<file path="src/rtl/game_turn_controller.sv">
// Tic-tac-toe turn sequencer: owns the 9-cell board, alternates player and computer moves,
// and stops on a completed line or a full board.
module game_turn_controller #(
    parameter int unsigned PC_TIMEOUT = 15
) (
    input  logic        clock,
    input  logic        reset,
    input  logic        new_game,
    input  logic        play,
    input  logic [3:0]  player_pos,
    output logic        pc_req,
    input  logic        pc_valid,
    input  logic [3:0]  pc_pos,
    output logic [17:0] board,
    output logic        turn,
    output logic        illegal_move,
    output logic        win,
    output logic [1:0]  who,
    output logic        draw,
    output logic        game_over,
    output logic [2:0]  dbg_state
);

    localparam int CW = $clog2(PC_TIMEOUT + 1);
    localparam logic [1:0] CELL_PLAYER = 2'b01;
    localparam logic [1:0] CELL_PC     = 2'b10;
    // Each entry packs the three cell indices of one line, one hex digit per cell.
    localparam logic [11:0] LINES [8] = '{12'h012, 12'h345, 12'h678, 12'h036,
                                          12'h147, 12'h258, 12'h048, 12'h246};

    typedef enum logic [2:0] {
        S_PLAYER  = 3'd0,
        S_P_CHECK = 3'd1,
        S_PC_WAIT = 3'd2,
        S_C_CHECK = 3'd3,
        S_OVER    = 3'd4
    } state_t;

    state_t          state_q, state_d;
    logic [17:0]     board_q, board_d;
    logic [CW-1:0]   cnt_q, cnt_d;
    logic            pc_req_q, pc_req_d;
    logic            turn_q, turn_d;
    logic            illegal_q, illegal_d;
    logic            win_q, win_d;
    logic [1:0]      who_q, who_d;
    logic            draw_q, draw_d;

    logic [1:0]      win_code;
    logic            board_full;
    logic [3:0]      low_idx;
    logic            low_found;
    logic            player_legal;
    logic            pc_accept;
    logic            pc_legal;
    logic            timeout_hit;
    logic            game_ends;
    logic [1:0]      ca, cb, cc;

    // Out-of-range indices read as occupied so one compare covers both rejection cases.
    function automatic logic [1:0] cell_at(input logic [17:0] b, input logic [3:0] idx);
        if (idx > 4'd8) return 2'b11;
        return b[2*int'(idx) +: 2];
    endfunction

    assign player_legal = (cell_at(board_q, player_pos) == 2'b00);
    assign pc_legal     = (cell_at(board_q, pc_pos) == 2'b00);
    assign pc_accept    = pc_req_q & pc_valid;
    assign timeout_hit  = (cnt_q == CW'(PC_TIMEOUT - 1));
    assign game_ends    = (win_code != 2'b00) || board_full;

    always_comb begin
        win_code = 2'b00;
        ca = 2'b00;
        cb = 2'b00;
        cc = 2'b00;
        for (int l = 0; l < 8; l++) begin
            ca = cell_at(board_q, LINES[l][11:8]);
            cb = cell_at(board_q, LINES[l][7:4]);
            cc = cell_at(board_q, LINES[l][3:0]);
            if (win_code == 2'b00 && ca != 2'b00 && ca == cb && cb == cc) win_code = ca;
        end
    end

    always_comb begin
        board_full = 1'b1;
        low_idx    = 4'd0;
        low_found  = 1'b0;
        for (int i = 8; i >= 0; i--) begin
            if (board_q[2*i +: 2] == 2'b00) begin
                board_full = 1'b0;
                low_idx    = 4'(i);
                low_found  = 1'b1;
            end
        end
    end

    always_ff @(posedge clock) begin
        if (reset || new_game) begin
            state_q   <= S_PLAYER;
            board_q   <= '0;
            cnt_q     <= '0;
            pc_req_q  <= 1'b0;
            turn_q    <= 1'b0;
            illegal_q <= 1'b0;
            win_q     <= 1'b0;
            who_q     <= 2'b00;
            draw_q    <= 1'b0;
        end else begin
            state_q   <= state_d;
            board_q   <= board_d;
            cnt_q     <= cnt_d;
            pc_req_q  <= pc_req_d;
            turn_q    <= turn_d;
            illegal_q <= illegal_d;
            win_q     <= win_d;
            who_q     <= who_d;
            draw_q    <= draw_d;
        end
    end

    always_comb begin
        state_d = state_q;
        unique case (state_q)
            S_PLAYER:  if (play && player_legal) state_d = S_P_CHECK;
            S_P_CHECK: state_d = game_ends ? S_OVER : S_PC_WAIT;
            S_PC_WAIT: if ((pc_accept && pc_legal) || timeout_hit) state_d = S_C_CHECK;
            S_C_CHECK: state_d = game_ends ? S_OVER : S_PLAYER;
            S_OVER:    state_d = S_OVER;
            default:   state_d = S_PLAYER;
        endcase
    end

    always_comb begin
        board_d   = board_q;
        cnt_d     = cnt_q;
        pc_req_d  = pc_req_q;
        turn_d    = turn_q;
        illegal_d = 1'b0;
        win_d     = win_q;
        who_d     = who_q;
        draw_d    = draw_q;
        unique case (state_q)
            S_PLAYER: begin
                if (play) begin
                    if (player_legal) board_d[2*int'(player_pos) +: 2] = CELL_PLAYER;
                    else illegal_d = 1'b1;
                end
            end
            S_P_CHECK, S_C_CHECK: begin
                if (win_code != 2'b00) begin
                    win_d = 1'b1;
                    who_d = win_code;
                end else if (board_full) begin
                    draw_d = 1'b1;
                end else if (state_q == S_P_CHECK) begin
                    pc_req_d = 1'b1;
                    turn_d   = 1'b1;
                    cnt_d    = '0;
                end else begin
                    turn_d = 1'b0;
                end
            end
            S_PC_WAIT: begin
                if (pc_accept && pc_legal) begin
                    board_d[2*int'(pc_pos) +: 2] = CELL_PC;
                    pc_req_d = 1'b0;
                end else begin
                    if (pc_accept) illegal_d = 1'b1;
                    // The timeout fires on the PC_TIMEOUT-th unanswered cycle.
                    if (timeout_hit) begin
                        if (low_found) board_d[2*int'(low_idx) +: 2] = CELL_PC;
                        pc_req_d = 1'b0;
                    end else begin
                        cnt_d = cnt_q + 1'b1;
                    end
                end
            end
            default: ;
        endcase
    end

    assign board        = board_q;
    assign pc_req       = pc_req_q;
    assign turn         = turn_q;
    assign illegal_move = illegal_q;
    assign win          = win_q;
    assign who          = who_q;
    assign draw         = draw_q;
    assign game_over    = win_q | draw_q;
    assign dbg_state    = state_q;

endmodule
</file>
<file path="config.mk">
export PLATFORM = sky130hd
export DESIGN_NAME = game_turn_controller
export DESIGN_NICKNAME = d
export VERILOG_FILES = /design/src/rtl/game_turn_controller.sv
export SDC_FILE = /design/constraint.sdc
export NUM_CORES = 1
export LEC_CHECK = 0
export ABC_AREA = 1
export BUFFER_PORTS_ARGS = -buffer_cell sky130_fd_sc_hd__buf_2
export CAP_MARGIN = 15
export CORE_UTILIZATION = 53
export CTS_CLUSTER_SIZE = 20
export DETAILED_ROUTE_END_ITERATION = 12
export PLACE_DENSITY = 0.82
export SKIP_CTS_REPAIR_TIMING = 1
export SLEW_MARGIN = 30
export SYNTH_ARGS = -nofsm -noshare
export SYNTH_HDL_FRONTEND = slang
export SYNTH_SLANG_ARGS = --single-unit
</file>
<file path="constraint.sdc">
create_clock -name clock -period 2.5 [get_ports clock]
set_input_delay 0.5 -clock clock [delete_from_list [all_inputs] [get_ports clock]]
set_output_delay 0.5 -clock clock [all_outputs]
set_load 0.01 [all_outputs]
</file>
* Yosys cells after proc, flatten, opt, wreduce, memory -nomap -nowiden
Index checks and enable logic that the tools add are counted.
** Operators by class
- $add $sub $neg :: 4
- Order comparisons :: 2
- Equal/unequal tests :: 32
- Shift operators :: 8
- Multiplexer cells :: 73
- Bitwise logic cells :: 4
- Reductions and logical operators :: 63
** Operator list (count)
- 5-bit negation with 33-bit output :: 3
- 2-bit by 33-bit variable shift with 18-bit output, first input constant :: 3
- 2-bit by 33-bit indexed part select with 18-bit output, first input constant :: 3
- 18-bit 2-to-1 mux :: 5
- 4-bit 2-to-1 mux :: 14
- 18-bit bitwise mux :: 3
- 2-bit zero test :: 18
- 18-bit case mux with 2 select lines :: 1
- 18-bit by 6-bit indexed part select with 2-bit output :: 2
- 2-bit equality test :: 16
- 1-bit 2-to-1 mux :: 30
- 1-bit logical AND :: 25
- 2-bit 2-to-1 mux :: 12
- 2-bit != test, second input constant :: 9
- 2-bit nonzero test :: 8
- 3-bit case mux with 5 select lines :: 1
- 3-bit 2-to-1 mux :: 4
- 5-bit AND reduction :: 2
- 4-bit greater-than comparator, second input constant :: 2
- 4-bit case mux with 2 select lines :: 1
- 3-bit by 2-bit equality test with 1-bit output, second input constant :: 2
- 3-bit != test, second input constant :: 2
- 3-bit AND reduction :: 2
- 6-bit AND reduction :: 1
- 12 further kinds :: 17
** Storage, ports and cells
- Register bits :: 32
- Input bits :: 13
- Output and inout port bits :: 29
- Word-level logic and storage cells :: 195

* Longest topological paths before layout
Gate-level depths: netlist of the first run.
- Depth after elaboration :: 43
- Depth in mapped cells :: 26
- Mapped depth without buffers :: 26

* Worst setup path before layout of the first run
Ideal clock, no wire load.
- Path kind :: register -> register
- Start point :: register board_q[8], in the netlist board[8]
- End point :: register board_q[14], in the netlist board[14]
- Library setup time :: 0.132 ns
- Arrival time :: 2.472 ns
- Required time :: 2.368 ns
- Slack :: -0.104 ns
- Stages on the path, launching flop included :: 18
- Path buffers :: 0
- Clock period less this slack :: 2.604 ns
- Cells stage by stage :: dfxtp_1 inv_1 nand2_1 inv_1 o31ai_1 nand2_1 nor2_2 inv_1 ha_1 nand2_1 inv_1 nor3_1 nand2_1 nor2_1 nor2_1 nor4_2 or2_1 a21oi_1
** On the way
- Word-level cells in the longest chain between the ends :: 13
- Elaborated cells between the ends (all ways) :: 30
- Classes of those cells :: add/sub (1); eq/ne (3); shift (4); mux (17); reduce/logical (5)
** RTL lines
- start, declared :: RTL line 40 : logic [17:0] board_q, board_d;
- start signal, assigned :: RTL line 111 : board_q <= board_d;
- 2-bit zero test :: RTL line 90 : if (board_q[2*i +: 2] == 2'b00) begin
- 4-bit 2-to-1 mux (5 in a row) :: RTL line 90
- 5-bit negation with 33-bit output :: RTL line 172 : if (low_found) board_d[2*int'(low_idx) +: 2] = CELL_PC;
- 2-bit by 33-bit indexed part select with 18-bit output / 2-bit by 33-bit variable shift with 18-bit output (equally long branches) :: RTL line 172
- 18-bit bitwise mux :: RTL line 172
- 18-bit 2-to-1 mux :: RTL line 172
- 18-bit 2-to-1 mux :: RTL line 171 : if (timeout_hit) begin
- 18-bit 2-to-1 mux :: RTL line 165 : if (pc_accept && pc_legal) begin
- 18-bit case mux with 2 select lines :: RTL line 143 : unique case (state_q)
Parallel ways exist; a longest one is shown, timed or not. The select of a mux whose other input is x is not followed.
A chain may end at the register's enable or synchronous reset.

* Worst setup path in the final report of the first run
- Start point :: register board_q[13], in the netlist board[13]
- End point :: register turn_q, in the netlist turn
** On the way
- Word-level cells in the longest chain between the ends :: 33
- Elaborated cells between the ends (all ways) :: 45
- Classes of those cells :: eq/ne (3); mux (13); bitwise (2); reduce/logical (27)
** RTL lines
- 2-bit nonzero test :: RTL line 81 : if (win_code == 2'b00 && ca != 2'b00 && ca == cb && cb == cc) win_code = ca;
- 1-bit logical AND (3 in a row) :: RTL line 81
- 2-bit 2-to-1 mux :: RTL line 81
- 2-bit zero test :: RTL line 81
- 1-bit logical AND (3 in a row) :: RTL line 81
- 2-bit 2-to-1 mux :: RTL line 81
- 2-bit zero test :: RTL line 81
- 1-bit logical AND (3 in a row) :: RTL line 81
- [7 not listed]
- 1-bit logical AND (3 in a row) :: RTL line 81
- 2-bit 2-to-1 mux :: RTL line 81
- 2-bit zero test :: RTL line 81
- 1-bit logical AND (3 in a row) :: RTL line 81
- 2-bit 2-to-1 mux :: RTL line 81
- 2-bit nonzero test :: RTL line 151 : if (win_code != 2'b00) begin
- 1-bit NOT (no source line)
- 3-bit AND reduction (no source line) (*)
- end signal, assigned :: RTL line 114 : turn_q <= turn_d;
- end, declared :: RTL line 43 : logic turn_q, turn_d;
Every way passes the cells marked *; elsewhere a longest branch is shown, timed or not.

==> out/qor.json, run 1 <==
{
  "critPathLaunchType": "flop",
  "endpoint_kind": "flop",
  "crit_type": "reg2reg",
  "power.ir.vdd_worst_mv": 0.241,
  "synthesis.instances": 540,
  "antenna_found_initial": 0,
  "clock_sinks": 32,
  "synth_edf_count": 0,
  "cts_htree_levels": 2,
  "drc_errors": 0,
  "grt_pass1_vias": 3857,
  "final_net_count": 719,
  "global_route.overflow_total": 0,
  "fin_area_um2": 4840,
  "first_pass_grt_wire_length_um": 17600,
  "clk-insertion-delay-late_ns": 0.30,
  "ys_ff_latch": 32,
  "postRouteAntennaNets": 0,
  "synth.largest_area_cell": "sky130_fd_sc_hd__dfxtp_1",
  "synth-async-reset-ratio_pct": 0,
  "detailedPlace.worstSlack_ns": -0.297,
  "cts_max_path_buffers": 2,
  "firstDrtPassIters": 5,
  "postSynthNetCount": 567,
  "detailedPlacementHpwl_um": 8820,
  "drv_cap": 0,
  "tightestPinTransition_ns": 0.513,
  "buffer_ports.inserted": 41,
  "fill_cells": 318,
  "rows": 27,
  "reg2reg_setup_slack_ns": -0.18,
  "fin_skew_ns": 0.00890,
  "layout.core_utilization_pct": 86.4,
  "worst_hold_slack_ns": 0.485,
  "setup_viol": 25,
  "place_congestion": 0.993,
  "slew-limit-headroom_pct": 65.7,
  "yosys-top-cells-area": "sky130_fd_sc_hd__dfxtp_1, sky130_fd_sc_hd__nand2_1, sky130_fd_sc_hd__inv_1",
  "yosysWarningCount": 0,
  "initial_cell_density_of_the_core_pct": 55.9,
  "violations": "negative setup slack",
  "antenna-diode-count": 0,
  "most_instantiated_cells_after_synthesis": "sky130_fd_sc_hd__nand2_1, sky130_fd_sc_hd__inv_1, sky130_fd_sc_hd__nor2_1",
  "routedWlPerCell_um": 17.9,
  "design.die.area_um2": 6230,
  "finalPower_mw": 1.36,
  "status": "finished with violations",
  "holdCritPathClass": "reg2reg",
  "detail_route.vias_per_cell": 6.11,
  "dr.first_iter.drc_count": 741,
  "synth.lib_cells_used.distinct": 42,
  "clock.fmax_ghz": 0.373,
  "cp.arrival_ns": 2.91,
  "power.static_leakage_nw": 2.25,
  "horiz_die_dim_um": 78.9,
  "grt_use_total_pct": 36.3,
  "synth_seq_area_share_pct": 20.4,
  "critPathMaxFanout": 5,
  "critical_path_required_ns": 2.73,
  "postRouteWirelength_um": 13700,
  "post_route_cells_drive_above_1_share_pct": 43.6,
  "count_of_boundary_i_o_pins": 42,
  "root_buffer_selected_by_cts": "sky130_fd_sc_hd__clkbuf_8",
  "post_layout_worst_setup_margin_ns": -0.183,
  "hold_violations": 0,
  "cts_tree": "built",
  "post-route-min-period_ns": 2.68,
  "cts_buffers": 5,
  "area_growth_pct": 54.5,
  "placement.cell_area_um2": 4120,
  "predominant_post_synthesis_flop_cell": "sky130_fd_sc_hd__dfxtp_1",
  "drv_slew": 0,
  "vias": 4674,
  "final_min_period_over_clock_period_pct": 107,
  "rsz0062_at_grt": "true",
  "yosys.cell_count.top_type": "sky130_fd_sc_hd__nand2_1",
  "synthesis.area_um2": 3130,
  "grt_max_degree": 20,
  "syn_avg_cell_area_um2": 5.80,
  "power.density_cell_area_nw_per_um2": 281,
  "area_of_the_core_region_um2": 5610,
  "synth_top_area_share_pct": 20.4,
  "clk_pin_slew_worst_paths_ns": 0.08,
  "fp.dieH_um": 78.9
}
worst max-delay path, stage by stage, from the launching register on:
cell	delay (ns)
sky130_fd_sc_hd__dfxtp_2	0.36
sky130_fd_sc_hd__buf_6	0.11
sky130_fd_sc_hd__nand2_1	0.05
sky130_fd_sc_hd__nand2_1	0.07
sky130_fd_sc_hd__nand2_1	0.08
sky130_fd_sc_hd__inv_1	0.08
sky130_fd_sc_hd__nand3_2	0.12
sky130_fd_sc_hd__nor2_2	0.13
sky130_fd_sc_hd__nand3_1	0.08
sky130_fd_sc_hd__nand2_2	0.12
sky130_fd_sc_hd__nor2_4	0.06
sky130_fd_sc_hd__a21oi_2	0.19
sky130_fd_sc_hd__nand4_1	0.16
sky130_fd_sc_hd__nand3_1	0.15
sky130_fd_sc_hd__nand2_1	0.08
sky130_fd_sc_hd__nor2_1	0.09
sky130_fd_sc_hd__nand2_1	0.10
sky130_fd_sc_hd__nand3_4	0.13
sky130_fd_sc_hd__buf_6	0.12
sky130_fd_sc_hd__inv_6	0.03
sky130_fd_sc_hd__nand3_2	0.07
sky130_fd_sc_hd__nand2_2	0.08
sky130_fd_sc_hd__a21oi_2	0.16
stage by stage:
| stage | std cells | TNS (ns) |
|---|---|---|
| after floorplan | 540 | -0.00177 |
| after global placement | 739 | -1.49 |
| after detailed placement | 739 | -3.64 |
| after CTS | 747 | -2.71 |
| after global routing | 765 | -7.47 |
| final | 765 | -2.29 |
flip-flops by register name, indices dropped and copies added (netlist names):
signal	cells
board	18
cnt_q	4
dbg_state	3
who	2
draw	1
illegal_move	1
pc_req	1
turn	1
win	1
cell type report:
type | instances | area (um^2) | area share [%]
Clock buffer | 5 | 68.8 | 1.42
Clock inverter | 3 | 42.5 | 0.878
Inverter | 101 | 394 | 8.14
Multi-Input combinational cell | 400 | 2500 | 51.6
Sequential cell | 32 | 661 | 13.6
Tap cell | 72 | 90.1 | 1.86
Timing Repair Buffer | 152 | 1090 | 22.4
cell families (layout without fill, tap and decap cells):
family                     count (synthesis)  count (layout)  synth area share [%]
and+or+nand+nor                          287             287                  42.6
buffers and inverters                    108             261                  13.1
AOI/OAI and AO/OA                         98              98                  18.0
DFF                                       32              32                  20.4
adders and majority gates                 14              14                  5.59
xor gates and xnor gates                   1               1                 0.279
per-layer routing:
layer / global-route usage [%] / vias to the layer above / routed length [um]
li1: - / 2089 / -
met1: 44.0 / 2120 / 4950
met2: 65.0 / 356 / 6450
met3: 5.98 / 109 / 1340
met4: 11.5 / 0 / 914
met5: 0 / - / 0
power breakdown:
group	switching (mW)	total, mW	internal [mW]	leakage (nW)
clock	0.233	0.528	0.295	0.0541
combinational	0.189	0.312	0.122	1.93
sequential	0.00626	0.520	0.514	0.265
total	0.428	1.36	0.932	2.25
placed cells by master, fill, tap and decap left out, types with 20 or more instances in the layout:
cell	instances
sky130_fd_sc_hd__a21oi_1	23
sky130_fd_sc_hd__buf_2	41
sky130_fd_sc_hd__buf_4	103
sky130_fd_sc_hd__dfxtp_1	20
sky130_fd_sc_hd__inv_1	71
sky130_fd_sc_hd__inv_2	24
sky130_fd_sc_hd__nand2_1	77
sky130_fd_sc_hd__nand3_1	38
sky130_fd_sc_hd__nor2_1	59
sky130_fd_sc_hd__o21ai_0	30
path summary, 6_finish.rpt:
path                                            end  cells past startpoint                   start
worst max-delay path              turn$_SDFFE_PP0P_                     22  board[13]$_SDFFE_PP0P_
worst min-delay path            who[1]$_SDFFE_PP0P_                      2     who[1]$_SDFFE_PP0P_
worst max register to register    turn$_SDFFE_PP0P_                     22  board[13]$_SDFFE_PP0P_
worst min register to register  who[1]$_SDFFE_PP0P_                      2     who[1]$_SDFFE_PP0P_
No activity file was read; power rests on OpenSTA's default activity.
==> run 2, diff against run 1 <==
--- a/config.mk
+++ b/config.mk
@@ -8,10 +8,10 @@
 export ABC_AREA = 1
 export BUFFER_PORTS_ARGS = -buffer_cell sky130_fd_sc_hd__buf_2
 export CAP_MARGIN = 15
-export CORE_UTILIZATION = 53
+export CORE_UTILIZATION = 56
 export CTS_CLUSTER_SIZE = 20
 export DETAILED_ROUTE_END_ITERATION = 12
-export PLACE_DENSITY = 0.82
+export PLACE_DENSITY = 0.83
 export SKIP_CTS_REPAIR_TIMING = 1
 export SLEW_MARGIN = 30
 export SYNTH_ARGS = -nofsm -noshare
==> constraint.sdc (replaced) <==
create_clock -name clock -period 3.5 [get_ports clock]
set_input_delay 0.7 -clock clock [delete_from_list [all_inputs] [get_ports clock]]
set_output_delay 0.7 -clock clock [all_outputs]
set_load 0.01 [all_outputs]
==> run 2 against run 1 <==
Flip-flop and latch count unchanged. Critical path depth decreased by 3. Cell area decreased by 27%. The run now ends clean. Largest power group is now registers. Count of clock-buffer cells in the layout unchanged. Register-to-register slack improved by 0.56 ns.
==> out/qor.json, run 2 (synthesis results as in run 1) <==
{
  "status": {"value": "completed", "change": "was finished with violations"},
  "antenna-diode-count": {"value": 0, "change": "unchanged"},
  "post_route_cells_drive_above_1_share": {"value": 14.5, "unit": "%", "change": "was 43.6%"},
  "cts_buffers": {"value": 5, "change": "unchanged"},
  "buffer_ports.inserted": {"value": 41, "change": "unchanged"},
  "rows": {"value": 26, "change": "was 27"},
  "design.die.area": {"value": 5900, "unit": "um^2", "change": "was 6230 um^2"},
  "clock_power_share": {"value": 40.8, "unit": "%", "change": "was 38.8%"},
  "hold_violations": {"value": 0, "change": "unchanged"},
  "slew-limit-headroom": {"value": 68.3, "unit": "%", "change": "was 65.7%"},
  "multi_input_comb_area": {"value": 2080, "unit": "um^2", "change": "was 2500 um^2"},
  "final_common_cell": {"value": "sky130_fd_sc_hd__nand2_1", "change": "was sky130_fd_sc_hd__buf_4"},
  "clock.fmax": {"value": 0.320, "unit": "GHz", "change": "was 0.373 GHz"},
  "critPathMaxFanout": {"value": 7, "change": "was 5"},
  "rsz0062_at_grt": {"value": "false", "change": "was true"},
  "setup_viol": {"value": 0, "change": "was 25"},
  "area_of_the_core_region": {"value": 5240, "unit": "um^2", "change": "was 5610 um^2"},
  "grt_pass1_vias": {"value": 3426, "change": "was 3857"},
  "place_congestion": {"value": 0.979, "change": "was 0.993"},
  "critPathLaunchType": {"value": "flop", "change": "unchanged"},
  "cts_max_path_buffers": {"value": 2, "change": "unchanged"},
  "seq_power_share": {"value": 42.5, "unit": "%", "change": "was 38.3%"},
  "fin_skew": {"value": 0.00681, "unit": "ns", "change": "was 0.00890 ns"},
  "critical_path_required": {"value": 3.68, "unit": "ns", "change": "was 2.73 ns"},
  "grt_max_degree": {"value": 20, "change": "unchanged"},
  "horiz_die_dim": {"value": 76.8, "unit": "um", "change": "was 78.9 um"},
  "detailedPlacementHpwl": {"value": 7330, "unit": "um", "change": "was 8820 um"},
  "combinationalPowerShare": {"value": 16.7, "unit": "%", "change": "was 22.9%"},
  "layout.core_utilization": {"value": 67.4, "unit": "%", "change": "was 86.4%"},
  "fill_cells": {"value": 500, "change": "was 318"},
  "vias": {"value": 3726, "change": "was 4674"},
  "max_ffs_per_register": {"value": 18, "change": "unchanged"},
  "p_sw_share": {"value": 29.0, "unit": "%", "change": "was 31.5%"},
  "internal_power": {"value": 0.626, "unit": "mW", "change": "was 0.932 mW"},
  "fp.dieH": {"value": 76.8, "unit": "um", "change": "was 78.9 um"},
  "routedWlPerCell": {"value": 14.2, "unit": "um", "change": "was 17.9 um"},
  "postRouteWirelength": {"value": 9280, "unit": "um", "change": "was 13700 um"},
  "regArea": {"value": 641, "unit": "um^2", "change": "was 661 um^2"},
  "power.density_cell_area": {"value": 250, "unit": "nW/um^2", "change": "was 281 nW/um^2"},
  "drv_slew": {"value": 0, "change": "unchanged"},
  "antenna_found_initial": {"value": 0, "change": "unchanged"},
  "cts_tree": {"value": "built", "change": "unchanged"},
  "clock_sinks": {"value": 32, "change": "unchanged"},
  "tightestPinTransition": {"value": 0.474, "unit": "ns", "change": "was 0.513 ns"},
  "final_min_period_over_clock_period": {"value": 89.3, "unit": "%", "change": "was 107%"},
  "initial_cell_density_of_the_core": {"value": 59.8, "unit": "%", "change": "was 55.9%"},
  "p_switching": {"value": 0.256, "unit": "mW", "change": "was 0.428 mW"},
  "timing.setup.tns": {"value": 0, "unit": "ns", "change": "was -2.29 ns"},
  "most-common-layout-cells": {"value": "sky130_fd_sc_hd__nand2_1, sky130_fd_sc_hd__inv_1, sky130_fd_sc_hd__nor2_1", "change": "was sky130_fd_sc_hd__buf_4, sky130_fd_sc_hd__nand2_1, sky130_fd_sc_hd__inv_1"},
  "dr.first_iter.drc_count": {"value": 300, "change": "was 741"},
  "detail_route.vias_per_cell": {"value": 5.69, "change": "was 6.11"},
  "global_route.overflow_total": {"value": 0, "change": "unchanged"},
  "timing.critical_path.cells": {"value": "inv_2 > nand2_1 > inv_1 > o31ai_1 > nand2_1 > nor2_2 > inv_1 > ha_1 > nand2_1 > inv_1 > nor2_1 > nand3_1 > nor2_1 > inv_1 > nor2_1 > nor2_1 > nor3_2 > o21ai_0 > o211a_1", "change": "was buf_6 > nand2_1 > nand2_1 > nand2_1 > inv_1 > nand3_2 > nor2_2 > nand3_1 > nand2_2 > nor2_4 > a21oi_2 > nand4_1 > nand3_1 > nand2_1 > nor2_1 > nand2_1 > nand3_4 > buf_6 > inv_6 > nand3_2 > nand2_2 > a21oi_2"},
  "root_buffer_selected_by_cts": {"value": "sky130_fd_sc_hd__clkbuf_8", "change": "unchanged"},
  "count_of_boundary_i_o_pins": {"value": 42, "change": "unchanged"},
  "cts_htree_levels": {"value": 2, "change": "unchanged"},
  "crit_type": {"value": "reg2reg", "change": "unchanged"},
  "crit_path_max_cell_delay": {"value": 0.46, "unit": "ns", "change": "was 0.36 ns"},
  "holdCritPathClass": {"value": "reg2reg", "change": "unchanged"},
  "first_pass_grt_wire_length": {"value": 15600, "unit": "um", "change": "was 17600 um"},
  "postRouteAntennaNets": {"value": 0, "change": "unchanged"},
  "drv_cap": {"value": 0, "change": "unchanged"},
  "drc_errors": {"value": 0, "change": "unchanged"},
  "firstDrtPassIters": {"value": 5, "change": "unchanged"},
  "cp.arrival": {"value": 3.31, "unit": "ns", "change": "was 2.91 ns"},
  "area_growth": {"value": 12.6, "unit": "%", "change": "was 54.5%"},
  "slowest_stage": {"value": "sky130_fd_sc_hd__dfxtp_1", "change": "was sky130_fd_sc_hd__dfxtp_2"},
  "grt_use_total": {"value": 32.7, "unit": "%", "change": "was 36.3%"},
  "endpoint_kind": {"value": "flop", "change": "unchanged"},
  "clk-insertion-delay-late": {"value": 0.29, "unit": "ns", "change": "was 0.30 ns"},
  "clk_pin_slew_worst_paths": {"value": 0.07, "unit": "ns", "change": "was 0.08 ns"},
  "final_net_count": {"value": 611, "change": "was 719"},
  "power.static_leakage": {"value": 1.64, "unit": "nW", "change": "was 2.25 nW"},
  "power.ir.vdd_worst": {"value": 0.164, "unit": "mV", "change": "was 0.241 mV"},
  "post-route-min-period": {"value": 3.13, "unit": "ns", "change": "was 2.68 ns"}
}
[run 2: changes by cell type in the layout (fill, tap and decap cells not counted), moves of 11 or more]
| cell | previous run | this run |
|---|---|---|
| sky130_fd_sc_hd__nor2_1 | 59 | 81 |
| sky130_fd_sc_hd__inv_1 | 71 | 92 |
| sky130_fd_sc_hd__nand3_1 | 38 | 49 |
| sky130_fd_sc_hd__inv_2 | 24 | 7 |
| sky130_fd_sc_hd__nand2_1 | 77 | 95 |
| sky130_fd_sc_hd__buf_4 | 103 | 3 |
| sky130_fd_sc_hd__nor2_2 | 17 | 6 |
| sky130_fd_sc_hd__nor2_4 | 13 | 2 |
| sky130_fd_sc_hd__dfxtp_1 | 20 | 32 |
| sky130_fd_sc_hd__nand2_2 | 18 | 2 |
[run 2: worst max-delay path: cells and delay by family, from the launching register on]
kind,cells,cell delay [ns]
compound gates,3,0.58
flops,1,0.46
fa+ha+maj,1,0.23
buf+inv,5,0.45
simple gates,10,1.32
[run 2: per-stage QoR]
step	setup WS, ns	instances	power, mW	cell area [um^2]	hold slack, ns
finish	0.373	655	0.882	3530	0.461
global route	0.000324	655	0.915	3530	0.510
CTS	0.467	655	0.878	3530	0.461
detailed placement	0.246	647	0.526	3420	0.449
global placement	0.275	647	0.523	3420	0.445
floorplan	0.751	540	0.484	3130	0.483
[run 2: routing by layer]
metal  vias up  global-route usage, %  part of all wire, %  routed length [um]
li1       1860                      -                    -                   -
met5         -                      0                    0                   0
met1      1658                   42.3                   44                4080
met4         0                   12.7                  3.3                 304
met3        30                   4.88                  7.8                 721
met2       178                   54.4                   45                4170
[run 2: worst paths after layout]
kind	from	end	slack, ns	depth (start not counted)
max	board[9]$_SDFFE_PP0P_	board[16]$_SDFFE_PP0P_	0.37	19
max reg2reg	board[9]$_SDFFE_PP0P_	board[16]$_SDFFE_PP0P_	0.37	19
min reg2reg	who[0]$_SDFFE_PP0P_	who[0]$_SDFFE_PP0P_	0.46	2
min	who[0]$_SDFFE_PP0P_	who[0]$_SDFFE_PP0P_	0.46	2
[run 2: cell type report]
type / instances / area share [%]
Clock buffer: 5 / 1.95
Clock inverter: 3 / 1.21
Inverter: 101 / 10.7
Multi-Input combinational cell: 400 / 59.0
Sequential cell: 32 / 18.2
Tap cell: 70 / 2.48
Timing Repair Buffer: 44 / 6.45
[run 2: power groups by stage]
stage / Combinational [mW] / Clock (mW) / Sequential (mW)
final: 0.147 / 0.360 / 0.375
after global placement: 0.140 / 0 / 0.382
after CTS: 0.144 / 0.360 / 0.374
after floorplan: 0.102 / 0 / 0.383
after global routing: 0.165 / 0.375 / 0.375
after detailed placement: 0.143 / 0 / 0.383
